===== config.mk =====
export PLATFORM = sky130hd
export DESIGN_NAME = decode_sequencer
export DESIGN_NICKNAME = d
export VERILOG_FILES = /design/src/rtl/decode_sequencer.sv
export SDC_FILE = /design/constraint.sdc
export NUM_CORES = 1
export LEC_CHECK = 0
export ABC_AREA = 0
export BUFFER_PORTS_ARGS = -buffer_cell sky130_fd_sc_hd__buf_2
export CORE_MARGIN = 1.5
export CORE_UTILIZATION = 55
export DETAILED_ROUTE_END_ITERATION = 16
export PLACE_DENSITY_LB_ADDON = 0.25
export SYNTH_ARGS = -nofsm -noshare
export SYNTH_HDL_FRONTEND = slang
export SYNTH_SLANG_ARGS = --single-unit

===== constraint.sdc =====
create_clock -name clk -period 8.1 [get_ports clk]
set_clock_uncertainty 0.2 [all_clocks]
set_input_delay 0.81 -clock clk [delete_from_list [all_inputs] [get_ports clk]]
set_output_delay 0.81 -clock clk [all_outputs]
set_load 0.03 [all_outputs]

===== src/rtl/decode_sequencer.sv =====
// Instruction FIFO plus head decoder that walks each legal instruction through
// its ordered register-file access slots, one slot per downstream handshake.
module decode_sequencer #(
  parameter int DATA_W = 16,
  parameter int DEPTH  = 4,
  parameter int CNT_W  = $clog2(DEPTH + 1)
) (
  input  logic              clk,
  input  logic              reset,
  input  logic [15:0]       in_instr,
  input  logic              in_valid,
  output logic              in_ready,
  input  logic              slot_ready,
  output logic              slot_valid,
  output logic              slot_write,
  output logic              slot_last,
  output logic [1:0]        nsel,
  output logic [2:0]        regnum,
  output logic [2:0]        opcode,
  output logic [1:0]        op,
  output logic [1:0]        shift,
  output logic [DATA_W-1:0] sximm5,
  output logic [DATA_W-1:0] sximm8,
  output logic              illegal,
  output logic              halted,
  output logic [CNT_W-1:0]  count
);

  localparam int PTR_W = $clog2(DEPTH);
  localparam logic [1:0] SEL_RN = 2'd0;
  localparam logic [1:0] SEL_RD = 2'd1;
  localparam logic [1:0] SEL_RM = 2'd2;

  typedef enum logic [1:0] {S_EMPTY, S_ISSUE, S_DISCARD, S_HALT} state_t;
  typedef enum logic [1:0] {K_LEGAL, K_ILLEGAL, K_HALT} kind_t;

  function automatic kind_t classify(input logic [15:0] w);
    case (w[15:13])
      3'b011, 3'b100, 3'b101: return K_LEGAL;
      3'b110:                 return w[11] ? K_ILLEGAL : K_LEGAL;
      3'b111:                 return K_HALT;
      default:                return K_ILLEGAL;
    endcase
  endfunction

  function automatic state_t entry_state(input kind_t k);
    case (k)
      K_LEGAL: return S_ISSUE;
      default: return S_DISCARD;
    endcase
  endfunction

  // Returns {nsel, write, last} for slot idx of a legal instruction.
  function automatic logic [3:0] slot_decode(input logic [2:0] opc, input logic [1:0] o,
                                             input logic [1:0] idx);
    logic [3:0] r;
    r = '0;
    case (opc)
      3'b110: begin
        if (o == 2'b10) r = {SEL_RN, 1'b1, 1'b1};
        else            r = (idx == 2'd0) ? {SEL_RM, 1'b0, 1'b0} : {SEL_RD, 1'b1, 1'b1};
      end
      3'b101: begin
        case (o)
          2'b01:   r = (idx == 2'd0) ? {SEL_RN, 1'b0, 1'b0} : {SEL_RM, 1'b0, 1'b1};
          2'b11:   r = (idx == 2'd0) ? {SEL_RM, 1'b0, 1'b0} : {SEL_RD, 1'b1, 1'b1};
          default: r = (idx == 2'd0) ? {SEL_RN, 1'b0, 1'b0} :
                       (idx == 2'd1) ? {SEL_RM, 1'b0, 1'b0} : {SEL_RD, 1'b1, 1'b1};
        endcase
      end
      3'b011:  r = (idx == 2'd0) ? {SEL_RN, 1'b0, 1'b0} : {SEL_RD, 1'b1, 1'b1};
      3'b100:  r = (idx == 2'd0) ? {SEL_RN, 1'b0, 1'b0} : {SEL_RD, 1'b0, 1'b1};
      default: r = '0;
    endcase
    return r;
  endfunction

  function automatic logic [DATA_W-1:0] sext5(input logic [4:0] v);
    logic signed [DATA_W-1:0] s;
    s = {{(DATA_W-5){v[4]}}, v};
    return s;
  endfunction

  function automatic logic [DATA_W-1:0] sext8(input logic [7:0] v);
    logic signed [DATA_W-1:0] s;
    s = {{(DATA_W-8){v[7]}}, v};
    return s;
  endfunction

  logic [15:0]      mem [DEPTH];
  logic [PTR_W-1:0] rptr, wptr;
  logic [1:0]       idx;
  state_t           state, pop_state;
  logic [15:0]      head, nxt_word;
  logic [3:0]       dec;
  logic             push, pop, full;
  logic [CNT_W-1:0] count_nxt;

  assign full     = (count == CNT_W'(DEPTH));
  assign in_ready = !full && !halted;
  assign push     = in_valid && in_ready;
  assign pop      = (state == S_ISSUE && slot_valid && slot_ready && slot_last) ||
                    (state == S_DISCARD);
  assign head     = (count != '0) ? mem[rptr] : '0;

  always_comb begin
    count_nxt = count + CNT_W'(push) - CNT_W'(pop);
    // With one entry left, the successor is whatever is being pushed right now.
    nxt_word  = (count == CNT_W'(1)) ? in_instr : mem[rptr + PTR_W'(1)];
    pop_state = (count_nxt == '0) ? S_EMPTY : entry_state(classify(nxt_word));
  end

  assign opcode = head[15:13];
  assign op     = head[12:11];
  assign shift  = head[4:3];
  assign sximm5 = sext5(head[4:0]);
  assign sximm8 = sext8(head[7:0]);

  assign dec        = slot_decode(head[15:13], head[12:11], idx);
  assign nsel       = slot_valid ? dec[3:2] : 2'd0;
  assign slot_write = slot_valid & dec[1];
  assign slot_last  = slot_valid & dec[0];

  always_comb begin
    regnum = 3'd0;
    if (slot_valid) begin
      case (nsel)
        SEL_RN:  regnum = head[10:8];
        SEL_RD:  regnum = head[7:5];
        SEL_RM:  regnum = head[2:0];
        default: regnum = 3'd0;
      endcase
    end
  end

  always_ff @(posedge clk) begin
    if (push) mem[wptr] <= in_instr;
  end

  always_ff @(posedge clk) begin
    if (reset) begin
      state      <= S_EMPTY;
      slot_valid <= 1'b0;
      idx        <= 2'd0;
      illegal    <= 1'b0;
      halted     <= 1'b0;
      count      <= '0;
      rptr       <= '0;
      wptr       <= '0;
    end else begin
      illegal <= 1'b0;
      count   <= count_nxt;
      if (push) wptr <= wptr + PTR_W'(1);
      if (pop)  rptr <= rptr + PTR_W'(1);
      case (state)
        S_EMPTY: begin
          if (count != '0) begin
            state      <= entry_state(classify(head));
            slot_valid <= (classify(head) == K_LEGAL);
          end
        end
        S_ISSUE: begin
          if (slot_valid && slot_ready) begin
            if (slot_last) begin
              idx        <= 2'd0;
              state      <= pop_state;
              slot_valid <= (pop_state == S_ISSUE);
            end else begin
              idx <= idx + 2'd1;
            end
          end
        end
        S_DISCARD: begin
          idx <= 2'd0;
          if (classify(head) == K_HALT) begin
            state      <= S_HALT;
            halted     <= 1'b1;
            slot_valid <= 1'b0;
          end else begin
            illegal    <= 1'b1;
            state      <= pop_state;
            slot_valid <= (pop_state == S_ISSUE);
          end
        end
        default: ;  // HALT holds until reset
      endcase
    end
  end

endmodule

==> flow_metrics.tcl <==
set metrics [dict create \
    status "finished clean" \
    ys_top_cells_by_area "edfxtp_1 46%, mux4_2 12%, dfxtp_1 7.6%" \
    syn_to_final_growth_pct 10.4 \
    post_cts_resized 0 \
    grt_max_degree 23 \
    final_antenna_net_count 0 \
    cts_tree "done" \
    syn_avg_cell_area_um2 13.2 \
    period_minus_slack_ns 5.10 \
    antenna_cells 0 \
    hold_depth 2 \
    rsz0062_at_grt "no" \
    io_pins 73 \
    layout-drive-gt1-share 0.313 \
    pre_cts_ws_ns 3.00 \
    start_util 0.572 \
    yosys_warnings 0 \
    layout.nets 400 \
    mostFrequentLayoutCell "buf_2" \
    place.gp.congestion 0.816 \
    reg2reg_depth 17 \
    grtUsageTotal 0.216 \
    hold_viol 0 \
    netlist.area_leader.share 0.458 \
    syn_nets 353 \
    wl_um 8330 \
    p_leak_uw 0.00182 \
    reg2reg_to "state[1]" \
    drc 0 \
    fillCellCount 549 \
    max_cap_violations 0 \
    hold_path_class "flip-flop to flip-flop" \
    antenna_found_initial 0 \
    setup_slack_ns 3.00 \
    numClockSinks 80 \
    drtIter0Drc 220 \
    root_buffer "clkbuf_8" \
    startpoint_type "flip-flop" \
    dr.pass1.iters 4 \
    fin_crit_sh 0.629 \
    synth_edf_count 64 \
    cts_setup_buffers 0 \
    yosys.area.top_type "edfxtp_1" \
    synth.distinct_cells 57 \
    setup_tns_ns 0 \
    cts_max_path_buffers 2 \
    synth.cell_area_mm2 0.00420 \
    ys_seq_elements 80 \
    core_area_mm2 0.00733 \
    rows 31 \
    dieWidth_um 90.4 \
    synthCells 319 \
    die_y_um 90.4 \
    hpwl_um 5820 \
    worst_pin_slew_ns 1.00 \
    max_slew_margin 0.331 \
    arrival_ns 5.20 \
    die_area_mm2 0.00816 \
    synthArstFlopShare 0 \
    max_freq_mhz 196 \
    slew_viol_final 0 \
    ys_seq_area_frac 0.534 \
    endpoint_kind "flip-flop" \
    hold-worst-slack_ns 0.311 \
    wire_per_inst_um 17.7 \
    hold-path-endpoint "halted" \
    port-buffer-count 72 \
    cts.reportedPaths.clkPinSlew_ns 0.08 \
    grt_pass1_wl_um 13200 \
    holdBufCountCts 0 \
    worstSetupPathType "flip-flop to flip-flop" \
    critPathMaxFanout 16 \
    grt_pass1_vias 2494 \
    required_ns 8.20 \
    vias_per_cell 5.66 \
    min_from "halted" \
    final_cell_mix "72 x buf_2, 64 x edfxtp_1, 22 x mux4_2, 18 x inv_1, 18 x nor2_1" \
    ir_worst_vdd_v 0.000159 \
    r2r_slack_ns 3.00 \
    setup_viol 0 \
    ys.flop_type "edfxtp_1" \
    cts.htree.levels 3 \
    clock_latency_ns 0.35 \
    via_count 2659 \
    grt-ovfl-total 0 \
    cts_buffers 9 \
    power_density_mw_per_mm2 341 \
]
-- worst max path at each step --
stage                          from       end  slack, ns
after global routing      flip-flop  state[1]       2.58
after detailed placement  flip-flop  state[1]       3.00
after global placement    flip-flop  state[1]       3.12
after CTS                 flip-flop  state[1]       2.98
after floorplan           flip-flop  state[1]       4.05
final                     flip-flop  state[1]       3.00
-- registers in the layout, summed over array words and instances (netlist names), named ones only --
signal      flops
state           2
illegal         1
halted          1
idx             2
slot_valid      1
count           3
rptr            2
wptr            2
mem            64
-- cell type report --
class	count	area, um2	share of cell area
Clock inverter	6	58.8	0.0127
Multi-Input combinational cell	183	1640	0.353
Tap cell	99	124	0.0267
Sequential cell	80	2240	0.484
Inverter	18	67.6	0.0146
Timing Repair Buffer	74	375	0.0810
Clock buffer	10	128	0.0276
-- synth_stat cells (2+ instances only) --
cell type / number
nor2b_1: 10
nand2b_1: 7
nor3_1: 8
buf_4: 26
a211oi_1: 12
nor3b_1: 4
nor2_1: 18
clkbuf_1: 8
xnor2_1: 3
o22ai_1: 3
a31oi_1: 3
a21oi_1: 5
and3_1: 6
a22oi_1: 2
nand2_1: 5
inv_1: 18
a21o_1: 3
o21bai_1: 2
xor2_1: 2
ha_1: 13
buf_2: 2
and3b_1: 2
dfxtp_1: 16
edfxtp_1: 64
mux4_2: 22
nand3_1: 3
and2_1: 15
o211a_1: 2
o21ai_0: 7
-- per-stage QoR --
stage / power (uW) / std cells / utilization / area (um2)
final: 1580 / 470 / 0.632 / 4630
after floorplan: 1200 / 319 / - / 4200
after global routing: 1670 / 470 / 0.632 / 4630
after CTS: 1590 / 470 / 0.632 / 4630
after global placement: 1300 / 454 / 0.606 / 4450
after detailed placement: 1310 / 454 / 0.606 / 4450
-- worst max-delay path, stage by stage (launching register included) --
cell      delay [ns]
dfxtp_1         0.60
buf_4           0.35
mux4_2          0.67
xor2_1          0.22
a32oi_2         0.56
o21bai_1        0.31
o21bai_1        0.13
ha_1            0.28
inv_1           0.06
ha_1            0.13
inv_1           0.04
fa_1            0.38
xor2_1          0.16
xnor2_1         0.15
a31oi_1         0.26
o21ai_0         0.12
a311oi_1        0.27
mux2_1          0.16
-- power breakdown --
| group | switching (uW) | total (uW) | internal [uW] |
|---|---|---|---|
| registers | 45.8 | 550 | 504 |
| clock network | 141 | 282 | 141 |
| logic | 493 | 748 | 255 |
| total | 680 | 1580 | 900 |
-- metal layers --
metal,vias to the layer above,track usage,part of all wire
li1,1269,-,-
met1,1310,0.301,0.46
met2,69,0.338,0.48
met3,11,0.0463,0.045
met4,0,0.0754,0.016
met5,-,0,0
-- cells by family (layout without fill, tap and decap cells) --
group	count (synthesis)	after routing	synth area share
muxes	26	26	0.129
buffers and inverters	56	108	0.0757
xor gates and xnor gates	5	5	0.0104
AOI/OAI and AO/OA	52	52	0.0906
adders and majority gates	14	14	0.0435
DFF	80	80	0.534
and+or+nand+nor	86	86	0.116
No activity file was read; power rests on OpenSTA's default activity.
